[config.mk]
export PLATFORM = sky130hd
export DESIGN_NAME = hex_dump_formatter
export DESIGN_NICKNAME = d
export VERILOG_FILES = /design/src/rtl/hex_dump_formatter_pkg.sv /design/src/rtl/nibble_to_ascii.sv /design/src/rtl/hex_dump_formatter.sv
export SDC_FILE = /design/constraint.sdc
export NUM_CORES = 1
export LEC_CHECK = 0
export CAP_MARGIN = 10
export CORE_UTILIZATION = 45
export CTS_CLUSTER_DIAMETER = 50
export DETAILED_ROUTE_END_ITERATION = 8
export PLACE_DENSITY_LB_ADDON = 0.15
export SLEW_MARGIN = 10
export SYNTH_ARGS = -nofsm -noshare
export SYNTH_HDL_FRONTEND = slang
export SYNTH_HIERARCHICAL = 1
export SYNTH_SLANG_ARGS = --single-unit
[constraint.sdc]
create_clock -name clk -period 6.35 [get_ports clk]
set_clock_uncertainty 0.2 [all_clocks]
set_input_delay 1.27 -clock clk [delete_from_list [all_inputs] [get_ports clk]]
set_output_delay 1.27 -clock clk [all_outputs]
set_load 0.01 [all_outputs]
[src/rtl/hex_dump_formatter_pkg.sv]
// rtl/hex_dump_formatter_pkg.sv - shared ASCII constants and FSM encoding for the UFM utilities
package hex_dump_formatter_pkg;

    localparam logic [7:0] ASCII_CR    = 8'h0D;
    localparam logic [7:0] ASCII_LF    = 8'h0A;
    localparam logic [7:0] ASCII_COLON = 8'h3A;
    localparam logic [7:0] ASCII_SPACE = 8'h20;

    typedef enum logic [3:0] {
        ST_IDLE,
        ST_ADDR,
        ST_COLON,
        ST_PSP,
        ST_HI,
        ST_LO,
        ST_SEP,
        ST_CR,
        ST_LF
    } state_t;

endpackage

[src/rtl/nibble_to_ascii.sv]
// rtl/nibble_to_ascii.sv - combinational 4-bit value to uppercase ASCII hex digit
module nibble_to_ascii (
    input  logic [3:0] nibble,
    output logic [7:0] ascii
);

    always_comb begin
        if (nibble < 4'd10) begin
            ascii = 8'h30 + {4'd0, nibble};
        end else begin
            ascii = 8'h37 + {4'd0, nibble};
        end
    end

endmodule

[src/rtl/hex_dump_formatter.sv]
// rtl/hex_dump_formatter.sv - turns a UFM byte stream into hex-dump text lines for the uart
module hex_dump_formatter
    import hex_dump_formatter_pkg::*;
#(
    parameter int BYTES_PER_LINE = 16,
    parameter int ADDR_PREFIX    = 1
) (
    input  logic        clk,
    input  logic        rst,
    input  logic [7:0]  in_data,
    input  logic [14:0] in_addr,
    input  logic        in_valid,
    output logic        in_ready,
    input  logic        flush,
    output logic [7:0]  tx_data,
    output logic        tx_wr,
    input  logic        tx_empty
);

    localparam logic [7:0] LAST_COL = 8'(BYTES_PER_LINE - 1);

    state_t      state;
    logic [1:0]  digit;
    logic [7:0]  column;
    logic        pending;
    logic        holdoff;
    logic        ready_q;
    logic        line_last;
    logic [7:0]  byte_q;
    logic [14:0] addr_q;

    logic [15:0] addr_word;
    logic [3:0]  nibble;
    logic [7:0]  hex_char;
    logic [7:0]  out_char;
    logic        fire;
    logic        flush_now;

    assign addr_word = {1'b0, addr_q};
    assign fire      = tx_empty && !holdoff;
    assign flush_now = (pending || flush) && (column != 8'd0);
    // A flush in IDLE must beat a simultaneously offered byte, hence the combinational gate.
    assign in_ready  = ready_q && !flush_now;

    always_comb begin
        case (state)
            ST_ADDR: nibble = addr_word[{digit, 2'b00} +: 4];
            ST_HI:   nibble = byte_q[7:4];
            default: nibble = byte_q[3:0];
        endcase
    end

    nibble_to_ascii u_nibble_to_ascii (
        .nibble (nibble),
        .ascii  (hex_char)
    );

    always_comb begin
        case (state)
            ST_ADDR, ST_HI, ST_LO: out_char = hex_char;
            ST_COLON:              out_char = ASCII_COLON;
            ST_PSP, ST_SEP:        out_char = ASCII_SPACE;
            ST_CR:                 out_char = ASCII_CR;
            ST_LF:                 out_char = ASCII_LF;
            default:               out_char = 8'h00;
        endcase
    end

    always_ff @(posedge clk or negedge rst) begin
        if (!rst) begin
            state     <= ST_IDLE;
            digit     <= 2'd3;
            column    <= 8'd0;
            pending   <= 1'b0;
            holdoff   <= 1'b0;
            ready_q   <= 1'b0;
            line_last <= 1'b0;
            byte_q    <= 8'h00;
            addr_q    <= 15'd0;
            tx_wr     <= 1'b0;
            tx_data   <= 8'h00;
        end else begin
            tx_wr   <= 1'b0;
            holdoff <= 1'b0;
            if (state == ST_IDLE) begin
                ready_q <= 1'b1;
                if (flush_now) begin
                    state   <= ST_CR;
                    pending <= 1'b0;
                    ready_q <= 1'b0;
                end else begin
                    pending <= 1'b0;
                    if (in_valid && in_ready) begin
                        byte_q    <= in_data;
                        line_last <= (column == LAST_COL);
                        column    <= column + 8'd1;
                        digit     <= 2'd3;
                        ready_q   <= 1'b0;
                        if (column == 8'd0) begin
                            addr_q <= in_addr;
                        end
                        state <= ((ADDR_PREFIX != 0) && (column == 8'd0)) ? ST_ADDR : ST_HI;
                    end
                end
            end else begin
                if (flush) begin
                    pending <= 1'b1;
                end
                if (fire) begin
                    tx_wr   <= 1'b1;
                    tx_data <= out_char;
                    holdoff <= 1'b1;
                    case (state)
                        ST_ADDR: begin
                            if (digit == 2'd0) state <= ST_COLON;
                            else               digit <= digit - 2'd1;
                        end
                        ST_COLON: state <= ST_PSP;
                        ST_PSP:   state <= ST_HI;
                        ST_HI:    state <= ST_LO;
                        ST_LO:    state <= line_last ? ST_CR : ST_SEP;
                        ST_SEP: begin
                            state   <= ST_IDLE;
                            ready_q <= !(pending || flush);
                        end
                        ST_CR:    state <= ST_LF;
                        ST_LF: begin
                            state   <= ST_IDLE;
                            column  <= 8'd0;
                            ready_q <= !(pending || flush);
                        end
                        default:  state <= ST_IDLE;
                    endcase
                end
            end
        end
    end

endmodule

==> key figures, run 1 <==
GRT
  • Grt ovf: 0
  • Largest net degree at the start of global routing: 50
  • GRT Total Usage: 0.187
  • First-pass GRT wire length: 9200 um
  • Initial antenna violation count: 0
  • Vias in the first global route: 1914

Place
  • GP Congestion: 0.813
  • Hpwl dp: 3680 um
  • Setup WS pre-CTS: 2.02 ns
  • Port Buf Inserts: 37
  • Post-Place Cells: 349

Yosys
  • Synthesis Warnings: 6
  • Dominant cell type by area after synthesis: dfrtp_1
  • Synth Area in Compound Gates: 0.156
  • Post-synthesis cell count: 256
  • Top cells by area, synth: dfrtp_1 44%, mux2_1 7.1%, mux2_2 4.2%
  • Synth Area in XOR/XNOR: 0.00325
  • Sequential element share of the synthesized area: 0.455
  • Synth Area per Inst: 10.5 um^2
  • Dominant register cell in the synthesized netlist: dfrtp_1
  • Multiplexer share of the synthesized area: 0.149
  • Asr flop ratio synth: 1.00
  • Yosys reg bits: 49
  • Adder-cell area share of the yosys netlist: 0.0185
  • Syn_nets: 288
  • Netlist cell types: 56
  • Largest family of logic cells by synthesized area: simple AND/OR/NAND/NOR gates
  • Simple-gate share of the synthesized area: 0.178
  • Commonest cells post-synth: 47 x dfrtp_1, 25 x nand2_1, 17 x mux2_1
  • Post-synth EDFFs: 0
  • Post-Syn Area: 2700 um^2
  • Yosys top cell area share: 0.436
  • Count leader, synth: dfrtp_1

Timing
  • Final Setup Violations: 0
  • Slew Viols, Final: 0
  • FMAX: 230 MHz
  • Slew headroom: 0.412
  • Min Tclk post-route: 4.34 ns
  • Final period utilization: 0.683
  • Setup_tns: 0 ns
  • Worst-margin pin slew: 0.879 ns
  • Final worst setup slack: 2.01 ns
  • Hold Violations, Final: 0
  • RSZ-0062 raised after global routing: no

Cells and area
  • Final nets: 317
  • Layout cell share with drive strength beyond 1: 0.129
  • Fill cells: 501
  • Number of antenna diodes: 0
  • Synthesis-to-layout area growth: 18.1%
  • Fin util: 0.565
  • Cell Count, Final, Fillers Out: 358

Die
  • IO Pins: 38
  • Die width: 79.4 um
  • Starting Density: 0.478
  • Rows: 27
  • Die Y: 79.4 um
  • Die area: 6310 um^2
  • Core area: 5640 um^2

Power
  • Sw frac: 0.395
  • Peak supply drop: 164 uV
  • Clk pwr share: 0.163
  • Flop pwr share: 0.449
  • Tot Pwr: 1.14 mW
  • Power Density: 357 nW/um^2
  • Internal: 0.688 mW
  • Combinational share of power: 0.388
  • Leak: 1.38 nW
  • Sw power: 0.449 mW

Clock tree
  • Bufs on Longest Clock Path: 2
  • CTS Buf Count: 5
  • CTS root buf: clkbuf_8
  • Later-pin clock latency in the skew report: 0.30 ns
  • Clock net sink count: 49
  • # H-tree levels: 2
  • Resized cells post-CTS: 0
  • Clk slew on worst S/H paths: 0.09 ns
  • CTS tree: built
  • Setup bufs post-CTS: 0
  • Number of hold buffers added after cts: 0

Routing
  • Routed length per instance: 14.8 um
  • Final wirelength: 5290 um
  • DR vias: 2057
  • Antenna Nets Post-Route: 0
  • DR vias/cell: 5.75
  • DR iter-0 viols: 103
  • DRT Pass-1 Iters: 4
  • Residual DRC count: 0

Worst setup path
  • Crit Path Max Fanout: 5
  • Crit path DAT: 2.87 ns
  • Crit end category: primary output
  • R2R depth: 11
  • Crit Path Class: in2out
  • Top Family by Delay on Critical Path: buffers and inverters
  • CP Depth: 5
  • Most used cell, CP: clkdlybuf4s50_1
  • Critical Path Start Type: input pin
  • CP cell instances: clkdlybuf4s50_1, or2_2, o21ai_1, and2_1, clkdlybuf4s50_1
  • Slowest cell on the critical path: clkdlybuf4s50_1
  • CP bufs+invs: 2
  • Data required, critical path: 4.88 ns
  • Crit path largest cell delay: 0.52 ns

Flow run
  • Max-cap violations: 0

Hold path
  • Hold Crit Class: reg2reg
  • Hold Path Depth: 2

Outcome
  • Outcome: finished, final reports clean
## sequential cells by signal, indices dropped and copies added, names as in the netlist
name,count
byte_q,8
line_last,1
state,4
pending,1
ready_q,1
holdoff,1
addr_q,15
column,8
tx_data,8
digit,2
## worst register-to-register path, cell delays in order (launching register included)
cell and delay (ns):
dfrtp_1 0.65, nor4b_1 0.80, nor2_1 0.18, a22oi_1 0.23, nand2_1 0.17, inv_1 0.09
ha_1 0.18, nor2b_1 0.07, o21ai_0 0.17, nand2_1 0.07, mux2_2 0.26, o31ai_1 0.17
## through the flow
stage / instance area [um^2] / hold slack (ns)
after floorplan: 2700 / 0.259
after global placement: 3080 / 0.262
after detailed placement: 3080 / 0.273
after CTS: 3170 / 0.294
after global routing: 3190 / 0.312
final: 3190 / 0.285
## path summary, 6_finish.rpt
check	from	endpoint	slack (ns)
max	flush	in_ready	2.01
min in group asynchronous	rst	column[4]	0.75
max in group asynchronous	rst	digit[1]	4.60
min	tx_data[2]	tx_data[2]	0.29
max reg2reg	state[1]	tx_data[4]	3.05
min reg2reg	tx_data[2]	tx_data[2]	0.29
## power by group through the flow
stage / combinational [mW] / sequential, mW / clock [mW]
6_report: 0.442 / 0.511 / 0.185
5_1_grt: 0.497 / 0.531 / 0.206
4_1_cts: 0.443 / 0.512 / 0.191
3_3_place_gp: 0.438 / 0.515 / 0
3_5_place_dp: 0.440 / 0.519 / 0
2_1_floorplan: 0.358 / 0.457 / 0
## metal layers
metal / GRT usage / routed length (um)
met1: 0.277 / 2620
met2: 0.271 / 2350
met3: 0.0434 / 278
met4: 0.0509 / 46
met5: 0 / 0
## layout by cell type, fill, tap and decap left out, types with 3 or more instances in the layout
cell,instances
mux4_2,3
a31oi_1,6
o31ai_1,6
nand2b_1,4
o21ai_0,13
clkdlybuf4s50_1,36
a211o_1,3
and3_1,5
or2_2,4
clkbuf_8,5
nor2_1,8
nor3_1,3
mux2i_1,3
nand3_1,10
a22oi_1,6
o41ai_1,3
nor2b_1,3
mux2_1,17
a21oi_1,10
dfrtp_1,47
nand2_1,25
mux2_2,10
inv_1,8
ha_1,4
## logic make-up (layout without fill, tap and decap cells)
family | count (synthesis) | count (layout)
buffers and inverters | 24 | 54
AO/OA/AOI/OAI | 62 | 62
adder cells (fa/ha/maj) | 4 | 4
AND/OR/NAND/NOR | 82 | 82
XOR/XNOR | 1 | 1
other | 1 | 1
multiplexers | 33 | 33
flip-flops | 49 | 49
## layout make-up
class                           instances  area, um^2  share of cell area
Sequential cell                        49        1230               0.385
Tap cell                               72        90.1              0.0283
Clock buffer                            6        72.6              0.0228
Clock inverter                          2        15.0             0.00471
Timing Repair Buffer                   38         385               0.121
Multi-Input combinational cell        183        1370               0.429
Inverter                                8        30.0             0.00942
No activity file was read; power rests on OpenSTA's default activity.
==> inputs of run 2 (changes only) <==
Clock period 6.35 ns to 4.1 ns, I/O delays scaled along.
==> run 2 against run 1 <==
- first-iteration DRC count up 50%
- combinational power up 88%
- global-route usage up 1.0 points
- critical endpoint unchanged
- largest power group is now combinational logic
- highest routed layer unchanged
==> key figures, run 2 (same netlist as run 1, synthesis figures left out) <==
Worst setup path
  • Crit end category: primary output
  • Crit path DAT: 2.43 ns
  • Data required, critical path: 3.08 ns
  • Crit Path Class: in2out
  • Crit Path Max Fanout: 5
  • Critical Path Start Type: input pin

Die
  • Rows: 27
  • Die Y: 79.4 um
  • Starting Density: 0.478
  • Core area: 5640 um^2
  • Die area: 6310 um^2
  • IO Pins: 38
  • Die width: 79.4 um

Timing
  • Final Setup Violations: 0
  • Setup_tns: 0 ns
  • Final period utilization: 0.841
  • Slew headroom: 0.296
  • FMAX: 290 MHz
  • Min Tclk post-route: 3.45 ns
  • Hold Violations, Final: 0
  • Worst-margin pin slew: 1.04 ns
  • Slew Viols, Final: 0
  • RSZ-0062 raised after global routing: no

Power
  • Combinational share of power: 0.440
  • Tot Pwr: 1.89 mW
  • Internal: 1.18 mW
  • Flop pwr share: 0.370
  • Sw power: 0.711 mW
  • Power Density: 579 nW/um^2
  • Leak: 1.43 nW
  • Clk pwr share: 0.190
  • Sw frac: 0.376
  • Peak supply drop: 258 uV

Clock tree
  • Bufs on Longest Clock Path: 2
  • CTS Buf Count: 5
  • Resized cells post-CTS: 0
  • CTS tree: built
  • Number of hold buffers added after cts: 0
  • Clock net sink count: 49
  • Setup bufs post-CTS: 0
  • Later-pin clock latency in the skew report: 0.30 ns
  • CTS root buf: clkbuf_8
  • # H-tree levels: 2
  • Clk slew on worst S/H paths: 0.09 ns

Routing
  • Antenna Nets Post-Route: 0
  • Routed length per instance: 15.1 um
  • DR vias: 2092
  • DRT Pass-1 Iters: 4
  • DR vias/cell: 5.75
  • Residual DRC count: 0
  • DR iter-0 viols: 154
  • Final wirelength: 5480 um

GRT
  • Vias in the first global route: 1956
  • Initial antenna violation count: 0
  • GRT Total Usage: 0.197
  • Largest net degree at the start of global routing: 50
  • First-pass GRT wire length: 9590 um
  • Grt ovf: 0

Place
  • Hpwl dp: 3870 um
  • GP Congestion: 0.832
  • Port Buf Inserts: 37

Cells and area
  • Fill cells: 491
  • Synthesis-to-layout area growth: 20.9%
  • Number of antenna diodes: 0
  • Most frequent cells in the layout: 47 x dfrtp_1, 36 x clkdlybuf4s50_1, 25 x nand2_1
  • Max FFs per register: 15
  • Final nets: 323
  • Biggest register: addr_q
  • Most common cell after layout, fill and taps aside: dfrtp_1
  • Layout cell share with drive strength beyond 1: 0.147

Flow run
  • Max-cap violations: 0

Outcome
  • Outcome: finished, final reports clean

Hold path
  • Hold Crit Class: in2async
-- run 2: stage by stage --
stage | cell area, um^2 | setup WS [ns] | hold slack (ns) | cells | utilization
after CTS | 3240 | 0.656 | 0.292 | 363 | 0.575
after global routing | 3260 | 0.526 | 0.268 | 364 | 0.578
after global placement | 3130 | 0.695 | 0.262 | 355 | 0.554
after floorplan | 2700 | 1.30 | 0.259 | 256 | -
final | 3260 | 0.651 | 0.234 | 364 | 0.578
after detailed placement | 3130 | 0.662 | 0.272 | 355 | 0.554
-- run 2: worst paths after layout --
check                           startpoint    endpoint  slack (ns)  cells after the start
worst min-delay path                   rst   column[4]        0.23                      1
worst max-delay path                 flush    in_ready        0.65                      5
worst max register to register    state[1]  tx_data[4]        0.88                     11
worst min register to register  tx_data[7]  tx_data[7]        0.28                      2
max in group asynchronous              rst    digit[1]        2.89                      2
min in group clk                tx_data[7]  tx_data[7]        0.28                      2
-- run 2: power by group through the flow --
stage | logic (mW) | clock network (mW) | registers (mW)
finish | 0.830 | 0.359 | 0.699
CTS | 0.829 | 0.367 | 0.700
global route | 0.930 | 0.389 | 0.717
global placement | 0.816 | 0 | 0.705
floorplan | 0.555 | 0 | 0.708
detailed placement | 0.820 | 0 | 0.709
-- run 2: area by class of cell --
class / instances / area, um^2 / share of cell area
clock inverter: 1 / 30.0 / 0.00921
clock buffer: 7 / 86.3 / 0.0265
sequential: 49 / 1230 / 0.377
multi-input combinational: 183 / 1370 / 0.419
inverter: 8 / 30.0 / 0.00921
tap: 72 / 90.1 / 0.0276
timing repair buffer: 44 / 430 / 0.132
-- run 2: worst max-delay path: stages --
cell,delay [ns]
clkdlybuf4s50_1,0.42
or2_2,0.31
o21ai_1,0.19
and2_1,0.17
clkdlybuf4s50_1,0.52
-- run 2: routing by layer --
metal / vias to the layer above / share of wire / global-route usage
li1: 1013 / - / -
met1: 1017 / 0.51 / 0.286
met2: 56 / 0.44 / 0.299
met3: 6 / 0.039 / 0.0274
met4: 0 / 0.010 / 0.0673
met5: - / 0 / 0
==> inputs of run 3 (changes only) <==
Clock period 4.1 ns to 3.5 ns, I/O delays scaled along.
==> run 3 against run 2 <==
- total power up 12%
- worst setup slack worse by 0.47 ns
- cell area down 0.12%
- utilization fell by 0.067 points
- sequential cell count unchanged
- first-iteration DRC count up 15%
- hold slack got worse by 0.031 ns
- wire length is 3.7% lower
- clock power is 4% lower
==> key figures, run 3 (same netlist as run 1, synthesis figures left out) <==
Outcome
  • Outcome: finished, final reports clean

Die
  • Die width: 79.4 um
  • Die area: 6310 um^2
  • Die Y: 79.4 um
  • Core area: 5640 um^2
  • Starting Density: 0.478
  • IO Pins: 38
  • Rows: 27

Routing
  • Routed length per instance: 14.5 um
  • Final wirelength: 5280 um
  • DR vias: 2084
  • DRT Pass-1 Iters: 4
  • Residual DRC count: 0
  • Antenna Nets Post-Route: 0
  • DR iter-0 viols: 177
  • DR vias/cell: 5.71

Clock tree
  • CTS root buf: clkbuf_8
  • # H-tree levels: 2
  • CTS tree: built
  • Clk slew on worst S/H paths: 0.10 ns
  • Later-pin clock latency in the skew report: 0.31 ns
  • Setup bufs post-CTS: 0
  • CTS Buf Count: 5
  • Clock net sink count: 49
  • Bufs on Longest Clock Path: 2
  • Resized cells post-CTS: 0
  • Number of hold buffers added after cts: 0

GRT
  • First-pass GRT wire length: 9600 um
  • Grt ovf: 0
  • GRT Total Usage: 0.197
  • Initial antenna violation count: 0
  • Largest net degree at the start of global routing: 50
  • Vias in the first global route: 2013

Timing
  • Worst-margin pin slew: 0.691 ns
  • Slew Viols, Final: 0
  • RSZ-0062 raised after global routing: no
  • FMAX: 302 MHz
  • Hold Violations, Final: 0
  • Min Tclk post-route: 3.32 ns
  • Hold_ws: 0.204 ns
  • Slew headroom: 0.535
  • Final period utilization: 0.947
  • Final Setup Violations: 0
  • Setup_tns: 0 ns

Cells and area
  • Max FFs per register: 15
  • Number of antenna diodes: 0
  • Layout cell share with drive strength beyond 1: 0.154
  • Final nets: 325
  • Biggest register: addr_q
  • Most frequent cells in the layout: 47 x dfrtp_1, 36 x clkdlybuf4s50_1, 25 x nand2_1
  • Cell Count, Final, Fillers Out: 365
  • Synthesis-to-layout area growth: 20.7%
  • Most common cell after layout, fill and taps aside: dfrtp_1

Place
  • Post-Place Cells: 357
  • GP Congestion: 0.883
  • Hpwl dp: 3740 um
  • Port Buf Inserts: 37

Worst setup path
  • Crit end category: primary output
  • Critical Path Start Type: flop
  • Crit Path Class: reg2out
  • CP Launch Point: column[0]
  • Worst R2R Start: state[0]
  • Data required, critical path: 2.60 ns
  • Crit Path Max Fanout: 5
  • Crit path DAT: 2.42 ns
  • R2R Setup Slk: 0.65 ns

Flow run
  • Max-cap violations: 0

Power
  • Peak supply drop: 347 uV
  • Leak: 1.43 nW
  • Tot Pwr: 2.12 mW
  • Power Density: 652 nW/um^2

Hold path
  • Hold Crit Class: in2async
[run 3: changes by cell type in the layout (fill, tap and decap cells not counted)]
cell        before  now
buf_12           1    0
buf_16           0    1
buf_4            6    8
bufinv_16        1    0
clkbuf_1         1    0
clkinvlp_4       0    1
[run 3: final timing paths]
kind	endpoint	depth (start not counted)
worst max-delay path	in_ready	6
worst min-delay path	state[3]	1
worst max register to register	tx_data[1]	8
worst min register to register	tx_data[7]	2
max in group asynchronous	digit[0]	2
min in group clk	tx_data[7]	2
[run 3: area by class of cell]
type                       count  area, um^2
clock buffer                   6        82.6
clock inverter                 1        7.51
fill                         523        2380
inverter                       8        30.0
multi-input combinational    183        1370
sequential                    49        1230
tap                           72        90.1
timing repair buffer          46         453
[run 3: power by group]
part	leakage, nW	total, mW	internal [mW]	switching (mW)
combinational	0.750	0.913	0.448	0.466
clock	0.0433	0.344	0.157	0.187
sequential	0.640	0.867	0.703	0.163
[run 3: critical path, stage by stage, from the launching register on]
cell,delay [ns]
dfrtp_1,0.40
inv_1,0.10
ha_1,0.16
or3b_2,0.47
o21ai_1,0.29
and2_1,0.17
clkdlybuf4s50_1,0.52
[run 3: metal layers]
metal / vias up / global-route usage / share of wire
met4: 0 / 0.0491 / 0.013
li1: 1020 / - / -
met1: 997 / 0.295 / 0.51
met5: - / 0 / 0
met2: 60 / 0.286 / 0.44
met3: 7 / 0.0446 / 0.039
[run 3: metrics by stage]
step                cell area (um^2)  utilization  setup WS [ns]
floorplan                       2700            -          0.695
global placement                3140        0.557          0.328
detailed placement              3140        0.557          0.295
CTS                             3230        0.573          0.182
global route                    3260        0.578         0.0627
finish                          3260        0.578          0.185
